===== src/rtl/pipe_reg_de_pkg.sv =====
// Shared CPU definitions for the D->E pipeline register: RegDst encodings,
// bubble instruction, reset PC and hazard-timing width.
package cpu_defs;

   localparam logic [1:0]  REGDST_RD = 2'b00;
   localparam logic [1:0]  REGDST_RT = 2'b01;
   localparam logic [1:0]  REGDST_RA = 2'b10;

   localparam logic [31:0] NOP_INSTR = 32'h0000_0000;
   localparam logic [31:0] RESET_PC  = 32'h0000_3000;

   localparam int          TNEW_W    = 2;

   // Tnew counts from D, so one stage later it is one less, never below zero.
   function automatic logic [TNEW_W-1:0] tnewDec(input logic [TNEW_W-1:0] t);
      return (t == '0) ? '0 : t - 1'b1;
   endfunction

endpackage


===== src/rtl/pipe_field_reg.sv =====
// One pipeline-register field: async reset and synchronous clear both load
// RST_VAL, clear outranks enable, and a deasserted enable holds the value.
module pipe_field_reg
   import cpu_defs::*;
#(
   parameter int               WIDTH   = 32,
   parameter logic [WIDTH-1:0] RST_VAL = '0
) (
   input  logic             clk,
   input  logic             reset,
   input  logic             clr,
   input  logic             en,
   input  logic [WIDTH-1:0] d,
   output logic [WIDTH-1:0] q
);

   logic [WIDTH-1:0] q_q;
   logic [WIDTH-1:0] q_d;

   always_comb begin
      q_d = q_q;
      if (clr)
         q_d = RST_VAL;
      else if (en)
         q_d = d;
   end

   always_ff @(posedge clk or posedge reset) begin
      if (reset)
         q_q <= RST_VAL;
      else
         q_q <= q_d;
   end

   assign q = q_q;

endmodule


===== src/rtl/pipe_reg_de.sv =====
// Decode-to-Execute pipeline register: loads D fields, inserts bubbles on D
// stalls, clears on flush, freezes while E is busy, and counts bubbles.
module pipe_reg_de
   import cpu_defs::*;
#(
   parameter logic [31:0] RESET_PC = cpu_defs::RESET_PC,
   parameter int          CNT_W    = 32
) (
   input  logic              clk,
   input  logic              reset,
   input  logic              stall_D,
   input  logic              hold_E,
   input  logic              flush,
   input  logic [31:0]       Instr_D,
   input  logic [31:0]       PC_D,
   input  logic [31:0]       RD1_D,
   input  logic [31:0]       RD2_D,
   input  logic [31:0]       EXT_D,
   input  logic [1:0]        RegDst_D,
   input  logic [TNEW_W-1:0] Tnew_D,
   output logic [31:0]       Instr_E,
   output logic [31:0]       PC_E,
   output logic [31:0]       RD1_E,
   output logic [31:0]       RD2_E,
   output logic [31:0]       EXT_E,
   output logic [4:0]        Rs_E,
   output logic [4:0]        Rt_E,
   output logic [4:0]        Rd_E,
   output logic [1:0]        RegDst_E,
   output logic [TNEW_W-1:0] Tnew_E,
   output logic              valid_E,
   output logic [CNT_W-1:0]  bubble_cnt
);

   // Flush always clears; a stall clears only when E is free to advance,
   // otherwise the held instruction would be lost.
   logic fieldClr;
   logic fieldEn;
   logic bubbleIns;

   assign bubbleIns = stall_D & ~hold_E & ~flush;
   assign fieldClr  = flush | (stall_D & ~hold_E);
   assign fieldEn   = ~hold_E;

   pipe_field_reg #(.WIDTH(32), .RST_VAL(NOP_INSTR)) uInstr (
      .clk(clk), .reset(reset), .clr(fieldClr), .en(fieldEn), .d(Instr_D), .q(Instr_E));

   pipe_field_reg #(.WIDTH(32), .RST_VAL(32'h0)) uRd1 (
      .clk(clk), .reset(reset), .clr(fieldClr), .en(fieldEn), .d(RD1_D), .q(RD1_E));

   pipe_field_reg #(.WIDTH(32), .RST_VAL(32'h0)) uRd2 (
      .clk(clk), .reset(reset), .clr(fieldClr), .en(fieldEn), .d(RD2_D), .q(RD2_E));

   pipe_field_reg #(.WIDTH(32), .RST_VAL(32'h0)) uExt (
      .clk(clk), .reset(reset), .clr(fieldClr), .en(fieldEn), .d(EXT_D), .q(EXT_E));

   pipe_field_reg #(.WIDTH(2), .RST_VAL(REGDST_RD)) uRegDst (
      .clk(clk), .reset(reset), .clr(fieldClr), .en(fieldEn), .d(RegDst_D), .q(RegDst_E));

   pipe_field_reg #(.WIDTH(TNEW_W), .RST_VAL('0)) uTnew (
      .clk(clk), .reset(reset), .clr(fieldClr), .en(fieldEn), .d(tnewDec(Tnew_D)), .q(Tnew_E));

   pipe_field_reg #(.WIDTH(1), .RST_VAL(1'b0)) uValid (
      .clk(clk), .reset(reset), .clr(fieldClr), .en(fieldEn), .d(1'b1), .q(valid_E));

   // PC follows D even through a bubble so a later exception still sees a
   // meaningful EPC; only a flush sends it back to the reset vector.
   logic [31:0]      pcE_q;
   logic [31:0]      pcE_d;
   logic [CNT_W-1:0] bubbleCnt_q;
   logic [CNT_W-1:0] bubbleCnt_d;

   always_comb begin
      pcE_d       = pcE_q;
      bubbleCnt_d = bubbleCnt_q;
      if (flush)
         pcE_d = RESET_PC;
      else if (!hold_E)
         pcE_d = PC_D;
      if (bubbleIns)
         bubbleCnt_d = bubbleCnt_q + 1'b1;
   end

   always_ff @(posedge clk or posedge reset) begin
      if (reset) begin
         pcE_q       <= RESET_PC;
         bubbleCnt_q <= '0;
      end else begin
         pcE_q       <= pcE_d;
         bubbleCnt_q <= bubbleCnt_d;
      end
   end

   assign PC_E       = pcE_q;
   assign bubble_cnt = bubbleCnt_q;

   assign Rs_E = Instr_E[25:21];
   assign Rt_E = Instr_E[20:16];
   assign Rd_E = Instr_E[15:11];

endmodule

===== config.mk =====
export PLATFORM = sky130hd
export DESIGN_NAME = pipe_reg_de
export DESIGN_NICKNAME = d
export VERILOG_FILES = /design/src/rtl/pipe_reg_de_pkg.sv /design/src/rtl/pipe_field_reg.sv /design/src/rtl/pipe_reg_de.sv
export SDC_FILE = /design/constraint.sdc
export NUM_CORES = 1
export LEC_CHECK = 0
export CAP_MARGIN = 25
export CORE_AREA = 2 2 148 150
export DETAILED_ROUTE_END_ITERATION = 8
export DIE_AREA = 0 0 150 152
export PLACE_DENSITY = 0.73
export SYNTH_ARGS = -nofsm -noshare
export SYNTH_HDL_FRONTEND = slang
export SYNTH_SLANG_ARGS = --single-unit

===== constraint.sdc =====
create_clock -name clk -period 18.77 [get_ports clk]
set_clock_uncertainty 0.15 [all_clocks]
set_input_delay 3.754 -clock clk [delete_from_list [all_inputs] [get_ports clk]]
set_output_delay 3.754 -clock clk [all_outputs]
set_load 0.01 [all_outputs]

Yosys cells after proc, flatten, opt, wreduce, memory -nomap -nowiden
Cells that the tools add are included.
- bits in registers: 197
- bits of input ports: 169
- output and inout bits: 212
- word-level logic and storage cells: 36
- $add $sub $neg: 2
- eq/ne operators: 2
- muxes and demuxes: 17
- bitwise operators: 5
- reductions and logical operators: 1
- operators with widths (kind ; number):
    32-bit 2-to-1 mux ; 10
    32-bit by 1-bit adder with 32-bit output (second input constant) ; 1
    2-bit 2-to-1 mux ; 5
    2-bit by 1-bit inequality test with 1-bit output (second input constant) ; 2
    1-bit AND ; 2
    2-bit logical NOT ; 1
    1-bit 2-to-1 mux ; 2
    1-bit NOT ; 2
    2-bit by 1-bit subtractor with 2-bit output (second input constant) ; 1
    1-bit OR ; 1

Longest topological paths before layout
Gate-level depths: netlist of run 1.
- depth in word-level cells: 4
- mapped depth: 7
- depth with buffers taken out: 5

Cells and area by module
From an unflattened synthesis of run 1, not the netlist that was laid out.
- cells, all modules: 686
- area, all modules: 8449.4 sq um
- by module, submodules not included (module ; instances ; cells an instance ; area each (sq um) ; seq. area each (sq um)):
    pipe_field_reg at uExt ... ; 4 ; 104 ; 1327.5 ; 800.8
    pipe_reg_de ; 1 ; 252 ; 2934.1 ; 1604.0
    pipe_field_reg at uRegDst ... ; 2 ; 7 ; 81.3 ; 50.0
    pipe_field_reg at uValid ; 1 ; 4 ; 42.5 ; 25.0

Worst setup path after synthesis of run 1
Ideal clock, no wire load.
- kind: input -> register
- from: input port flush
- to: register bubbleCnt_q[20], in the netlist bubble_cnt[20]
- arrival: 5.138 ns
- setup slack: 13.356 ns
- cell stages on the path: 6
- buffers on the path: 2
- cells stage by stage: buf_6 or3b_1 buf_6 nor4_4 nand4_1 xnor2_1
- cells in the longest elaborated chain, start to end: 2
- RTL lines (item ; line ; RTL):
    start, declared ; pipe_reg_de.sv:13 ; input logic flush,
    1-bit NOT ; pipe_reg_de.sv:41 ; assign bubbleIns = stall_D & ~hold_E & ~flush;
    1-bit AND ; pipe_reg_de.sv:41 ;
    end signal, assigned ; pipe_reg_de.sv:90 ; bubbleCnt_q <= bubbleCnt_d;
    end, declared ; pipe_reg_de.sv:70 ; logic [CNT_W-1:0] bubbleCnt_q;
Every way passes these cells.
A chain may end at the register's enable or synchronous reset.

Worst setup path after layout of run 1
- from: input port flush
- to: register bubbleCnt_q[27], in the netlist bubble_cnt[27]
Same word-level chain as after synthesis.

==> results of run 1 <==
-- where the power goes --
group          switching (µW)  total, µW  leakage (µW)  internal [µW]
clock                     172        363      0.000280            191
combinational            56.0        140       0.00242           83.7
sequential               18.2        462       0.00267            444
-- kinds of logic (layout without fill, tap and decap cells) --
group | after synthesis | in the layout
compound gates | 135 | 135
xor+xnor | 31 | 31
fa+ha+maj | 1 | 1
buf+inv | 56 | 422
flops | 197 | 197
mux | 30 | 30
simple gates | 99 | 99
-- worst paths after layout --
path,to,slack (ns)
min in group asynchronous,uInstr.q[11]$_DFFE_PP0P_,3.74
worst max register to register,bubble_cnt[27]$_DFFE_PP0P_,16.69
worst min register to register,bubble_cnt[31]$_DFFE_PP0P_,0.32
max in group asynchronous,uRd1.q[15]$_DFFE_PP0P_,13.55
worst max-delay path,bubble_cnt[27]$_DFFE_PP0P_,12.84
worst min-delay path,bubble_cnt[31]$_DFFE_PP0P_,0.32
-- cells in the mapped netlist, types with 3 or more instances --
library cell and count:
and3_1 7, a22o_1 130, nand4_1 14, buf_4 15
nor2b_1 3, nor4_1 3, dfrtp_1 195, clkbuf_1 23
nor2_1 34, mux2i_1 30, buf_2 13, nand3_1 15
nor3_1 3, xnor2_1 25, inv_1 3, xor2_1 6
nand2_1 12
-- registers in the layout, summed over array words and instances, names as in the netlist --
name,flops
uTnew.q,2
uRd2.q,32
PC_E,32
uExt.q,32
bubble_cnt,32
uRegDst.q,2
uValid.q,1
uInstr.q,32
uRd1.q,32
-- through the flow --
| stage | hold WS [ns] | power, µW | util (%) | worst slack [ns] | std cells |
|---|---|---|---|---|---|
| 2_1_floorplan | 0.357 | 518 | - | 9.50 | 549 |
| 3_3_place_gp | 0.310 | 608 | 53.6 | 12.40 | 1162 |
| 3_5_place_dp | 0.316 | 610 | 53.6 | 12.37 | 1162 |
| 4_1_cts | 0.327 | 977 | 56.3 | 12.84 | 1193 |
| 5_1_grt | 0.337 | 1010 | 56.6 | 12.61 | 1195 |
| 6_report | 0.322 | 965 | 56.6 | 12.84 | 1195 |
-- final cells by class --
type / instances / area share [%]
Clock buffer: 18 / 3.64
Inverter: 3 / 0.155
Multi-Input combinational cell: 296 / 19.0
Clock inverter: 13 / 1.17
Timing Repair Buffer: 388 / 32.3
Tap cell: 280 / 2.90
Sequential cell: 197 / 40.8
-- worst max-delay path: cells and delay by family --
kind                   cells  cell delay (ns)
AND/OR/NAND/NOR            3             1.47
buffers and inverters      2             0.67
XOR/XNOR                   1             0.17
-- per-layer routing --
layer  GRT usage, %  up-vias  routed length, µm
li1               -     2712                  -
met1           24.0     2846               8940
met2           32.7      246              11000
met3           6.10       31               1780
met4           6.60        0                455
met5              0        -                  0
-- cell usage in the layout (no fill, tap or decap), types with 3 or more instances in the layout --
| master | netlist | routed |
|---|---|---|
| a22o_1 | 130 | 130 |
| nand2_1 | 12 | 12 |
| xnor2_1 | 25 | 25 |
| clkdlybuf4s50_1 | 0 | 379 |
| buf_4 | 15 | 6 |
| nand3_1 | 15 | 15 |
| mux2i_1 | 30 | 30 |
| inv_8 | 0 | 3 |
| and3_1 | 7 | 7 |
| xor2_1 | 6 | 6 |
| inv_6 | 0 | 3 |
| dfrtp_1 | 195 | 195 |
| nor2_1 | 34 | 34 |
| clkbuf_16 | 0 | 17 |
| nor4_1 | 3 | 3 |
| clkinv_4 | 0 | 3 |
| nand4_1 | 14 | 14 |
==> flow_metrics.env, run 1 <==
export IMPL_outcome="completed"
export IMPL_ys_flop_type="dfrtp_1"
export IMPL_multi_input_area_um2=2300
export IMPL_via_count=5835
export IMPL_cp_max_fo=36
export IMPL_nets=1073
export IMPL_fin_area_um2=12100
export IMPL_wl_mm=22.1
export IMPL_ant_nets=0
export IMPL_syn_area_per_cell_um2=13.7
export IMPL_rsz0062_at_grt="false"
export IMPL_cellLeakagePower_uw=0.00537
export IMPL_synth_async_reset_ratio_pct=100
export IMPL_postCtsHoldBufs=0
export IMPL_routed_via_density=4.88
export IMPL_netlist_instances=549
export IMPL_synth_top_family_by_area="compound AO/OA/AOI/OAI gates"
export IMPL_synth_distinct_cells=30
export IMPL_critPathCaptureType="flip-flop"
export IMPL_worstSetupPathType="input pin to flip-flop"
export IMPL_final_seq_area_um2=4930
export IMPL_max_freq_ghz=0.169
export IMPL_synth_edf_count=0
export IMPL_tns_ns=0
export IMPL_start_util_pct=35.2
export IMPL_maxCapViolations=0
export IMPL_tightest_slew_ns=0.860
export IMPL_ys_ff_latch=197
export IMPL_rows=54
export IMPL_synth_compound_area_share_pct=15.7
export IMPL_reg2reg_from="bubble_cnt[3]$_DFFE_PP0P_"
export IMPL_cts_root_buffer="clkbuf_16"
export IMPL_min_from="bubble_cnt[31]$_DFFE_PP0P_"
export IMPL_cp_slowest_cell="nor4_1"
export IMPL_die_h_um=152
export IMPL_vdd_drop_max_uv=50.1
export IMPL_crit_required_ns=18.92
export IMPL_synth_fa_ha_area_share_pct=0.167
export IMPL_wire_per_inst_um=18.5
export IMPL_coreArea_um2=21400
export IMPL_grt_overflow=0
export IMPL_hold_violations=0
export IMPL_ff2ff_path_depth=4
export IMPL_placed_cell_area_um2=11400
export IMPL_relSlewSlack_pct=42.7
export IMPL_ys_seq_area_share_pct=65.6
export IMPL_setup_viol=0
export IMPL_critPathLaunchType="input pin"
export IMPL_synth_area_leaders="dfrtp_1, a22o_1, mux2i_1, xnor2_1, nor2_1"
export IMPL_yosysTopAreaCell="dfrtp_1"
export IMPL_maxSlewViolCount=0
export IMPL_worst_hold_path_num_cells=1
export IMPL_port_buffers=380
export IMPL_final_layout_size_suffix_gt1_share_pct=5.25
export IMPL_antennaDiodeCount=0
export IMPL_die_width_um=150
export IMPL_yosys_warnings=0
export IMPL_crit_path_max_incr_delay_ns=0.70
export IMPL_synthToLayoutAreaGrowth_pct=60.7
export IMPL_cts_buffers=17
export IMPL_hold_path_class="flip-flop to flip-flop"
export IMPL_clk_path_buf_depth=2
export IMPL_cts_htree_levels=4
export IMPL_grt_pass1_wl_mm=34.8
export IMPL_critical_path_startpoint="flush"
export IMPL_grt_pass1_vias=6123
export IMPL_synth_xor_area_share_pct=3.61
export IMPL_grt_antenna_before_repair=0
export IMPL_cts_sinks=197
export IMPL_synthMuxAreaShare_pct=4.00
export IMPL_cts_tree="done"
export IMPL_initialDrtViolationCount=274
export IMPL_synthesis_area_um2=7510
export IMPL_die_area_um2=22800
export IMPL_drc_errors=0
export IMPL_grt_max_degree=118
export IMPL_arrival_ns=6.08
export IMPL_ioPinCount=381
export IMPL_cellPowerDensity_nw_per_um2=79.9
export IMPL_cts_setup_buffers=0
export IMPL_drt_pass1_iterations=4
export IMPL_path_cells="clkdlybuf4s50_1, buf_4, or3b_1, nor4_1, nand3_1, xnor2_1"
export IMPL_nFillCells=1806
export IMPL_gp_congestion=0.784
export IMPL_grt_usage_pct=19.6
export IMPL_cts_resized=0
export IMPL_synth_simple_gate_area_share_pct=6.93
export IMPL_synth_fp_nets=719
export IMPL_clk_insertion_delay_late_ns=0.42
export IMPL_period_share_pct=31.6
export IMPL_hpwl_mm=15.6
export IMPL_synth_top_area_share_pct=64.9
export IMPL_post_route_min_period_ns=5.93
export IMPL_clk_pin_slew_ns=0.07
Note: power is estimated with default switching activity, not from simulation.
==> inputs of run 2 (changes only) <==
Settings changed: CORE_AREA 2 2 148 150 to 2 2 149 151, DIE_AREA 0 0 150 152 to 0 0 151 153, PLACE_DENSITY 0.73 to 0.72.
Clock period 18.77 ns to 6 ns, I/O delays scaled along.
==> run 2 against run 1 <==
Against the previous run:
- cell area shrank 0.13%
- combinational power rose to 3.1 times the previous value
- sequential cell count stayed put
- critical path depth fell by 1
- final cell count stayed put
- sequential power rose to 3.1 times the previous value
- via count grew 0.79%
- count of clock-buffer cells in the layout unchanged
- die area rose by 1.3%
- critical path type unchanged
- critical endpoint is now bubble_cnt[29]$_DFFE_PP0P_
==> flow_metrics.env, run 2 (synthesis results as in run 1) <==
export IMPL_pwr_share_seq_pct=48.6
export IMPL_nFillCells=1806
export IMPL_worst_path_buf_inv=1
export IMPL_maxCapViolations=0
export IMPL_cts_tree="done"
export IMPL_setup_viol=0
export IMPL_arrival_ns=3.57
export IMPL_nets=1074
export IMPL_tns_ns=0
export IMPL_cts_resized=0
export IMPL_tightest_slew_ns=0.924
export IMPL_port_buffers=380
export IMPL_die_h_um=153
export IMPL_gp_congestion=0.785
export IMPL_layout_common_cells="clkdlybuf4s50_1, dfrtp_1, a22o_1, nor2_1, mux2i_1"
export IMPL_cellPowerDensity_nw_per_um2=246
export IMPL_synthToLayoutAreaGrowth_pct=60.5
export IMPL_cts_setup_buffers=0
export IMPL_postCtsHoldBufs=0
export IMPL_p_comb_share_pct=14.8
export IMPL_cellLeakagePower_uw=0.00536
export IMPL_start_util_pct=35.0
export IMPL_path_cells="clkdlybuf4s50_1, or3b_1, nor4_1, nand3_1, xnor2_1"
export IMPL_wl_mm=22.0
export IMPL_cts_htree_levels=4
export IMPL_ioPinCount=381
export IMPL_swShare_pct=25.7
export IMPL_relSlewSlack_pct=38.3
export IMPL_grt_max_degree=128
export IMPL_critPathLaunchType="input pin"
export IMPL_clk_path_buf_depth=2
export IMPL_via_count=5881
export IMPL_die_width_um=151
export IMPL_hold_violations=0
export IMPL_crit_required_ns=6.16
export IMPL_period_share_pct=56.9
export IMPL_place_inst=1164
export IMPL_cp_top_family="simple AND/OR/NAND/NOR gates"
export IMPL_finalNonFillerCells=1195
export IMPL_initialDrtViolationCount=245
export IMPL_antennaDiodeCount=0
export IMPL_critPathCaptureType="flip-flop"
export IMPL_drt_pass1_iterations=5
export IMPL_final_layout_size_suffix_gt1_share_pct=5.25
export IMPL_pwr_share_clk_pct=36.7
export IMPL_grt_antenna_before_repair=0
export IMPL_final_common_cell="clkdlybuf4s50_1"
export IMPL_grt_overflow=0
export IMPL_grt_usage_pct=19.2
export IMPL_die_area_um2=23100
export IMPL_vdd_drop_max_uv=168
export IMPL_p_switching_uw=764
export IMPL_p_int_uw=2210
export IMPL_rsz0062_at_grt="false"
export IMPL_cts_root_buffer="clkbuf_16"
export IMPL_hpwl_mm=15.6
export IMPL_max_freq_ghz=0.293
export IMPL_cp_slowest_cell="nor4_1"
export IMPL_crit_path_max_incr_delay_ns=0.71
export IMPL_worstSetupPathType="input pin to flip-flop"
export IMPL_hold_path_class="flip-flop to flip-flop"
export IMPL_wire_per_inst_um=18.4
export IMPL_routed_via_density=4.92
export IMPL_ant_nets=0
export IMPL_rows=54
export IMPL_cts_sinks=197
export IMPL_grt_pass1_vias=6084
export IMPL_outcome="completed"
export IMPL_coreArea_um2=21500
export IMPL_cts_buffers=17
export IMPL_post_route_min_period_ns=3.41
export IMPL_maxSlewViolCount=0
export IMPL_clk_insertion_delay_late_ns=0.42
export IMPL_cp_max_fo=13
export IMPL_drc_errors=0
export IMPL_clk_pin_slew_ns=0.07
export IMPL_grt_pass1_wl_mm=34.5
-- run 2: area by class of cell --
type | count | area, µm² | area share, %
Tap cell | 280 | 350 | 2.90
Multi-Input combinational cell | 296 | 2300 | 19.0
Clock buffer | 18 | 439 | 3.64
Sequential cell | 197 | 4930 | 40.9
Inverter | 3 | 15.0 | 0.124
Clock inverter | 12 | 111 | 0.923
Timing Repair Buffer | 389 | 3920 | 32.5
-- run 2: layer usage --
layer	global-route usage [%]	vias to the layer above	part of all wire, %
li1	-	2705	-
met1	24.3	2896	41
met2	31.1	241	49
met3	5.10	39	7.1
met4	7.97	0	3.0
met5	0	-	0
-- run 2: worst paths after layout --
| kind | start | end | slack, ns | cells after the start |
|---|---|---|---|---|
| setup / recovery | flush | bubble_cnt[29]$_DFFE_PP0P_ | 2.59 | 5 |
| hold / removal | bubble_cnt[31]$_DFFE_PP0P_ | bubble_cnt[31]$_DFFE_PP0P_ | 0.32 | 1 |
| setup reg to reg | bubble_cnt[3]$_DFFE_PP0P_ | bubble_cnt[29]$_DFFE_PP0P_ | 3.93 | 4 |
| hold reg to reg | bubble_cnt[31]$_DFFE_PP0P_ | bubble_cnt[31]$_DFFE_PP0P_ | 0.32 | 1 |
| max in group asynchronous | reset | uRd2.q[2]$_DFFE_PP0P_ | 3.66 | 3 |
| min in group asynchronous | reset | uInstr.q[23]$_DFFE_PP0P_ | 1.07 | 2 |
-- run 2: stage by stage --
stage / total power, µW / hold slack, ns / setup slack [ns] / area [µm²] / util, %
2_1_floorplan: 1620 / 0.357 / 2.11 / 7520 / -
3_3_place_gp: 1910 / 0.313 / 2.15 / 11500 / 53.5
3_5_place_dp: 1910 / 0.317 / 2.12 / 11500 / 53.5
4_1_cts: 3010 / 0.328 / 2.56 / 12000 / 56.0
5_1_grt: 3100 / 0.333 / 2.43 / 12100 / 56.1
6_report: 2970 / 0.319 / 2.59 / 12100 / 56.1
-- run 2: worst register-to-register path: cells and delay by family (launching register included) --
kind	cells	cell delay [ns]
xor gates and xnor gates	1	0.17
DFF	1	0.43
and+or+nand+nor	3	1.22
-- run 2: power by group through the flow --
stage | Combinational [µW] | Clock (µW) | Sequential [µW]
2_1_floorplan | 131 | 0 | 1490
3_3_place_gp | 440 | 0 | 1470
3_5_place_dp | 444 | 0 | 1470
4_1_cts | 445 | 1120 | 1440
5_1_grt | 471 | 1170 | 1450
6_report | 439 | 1090 | 1440
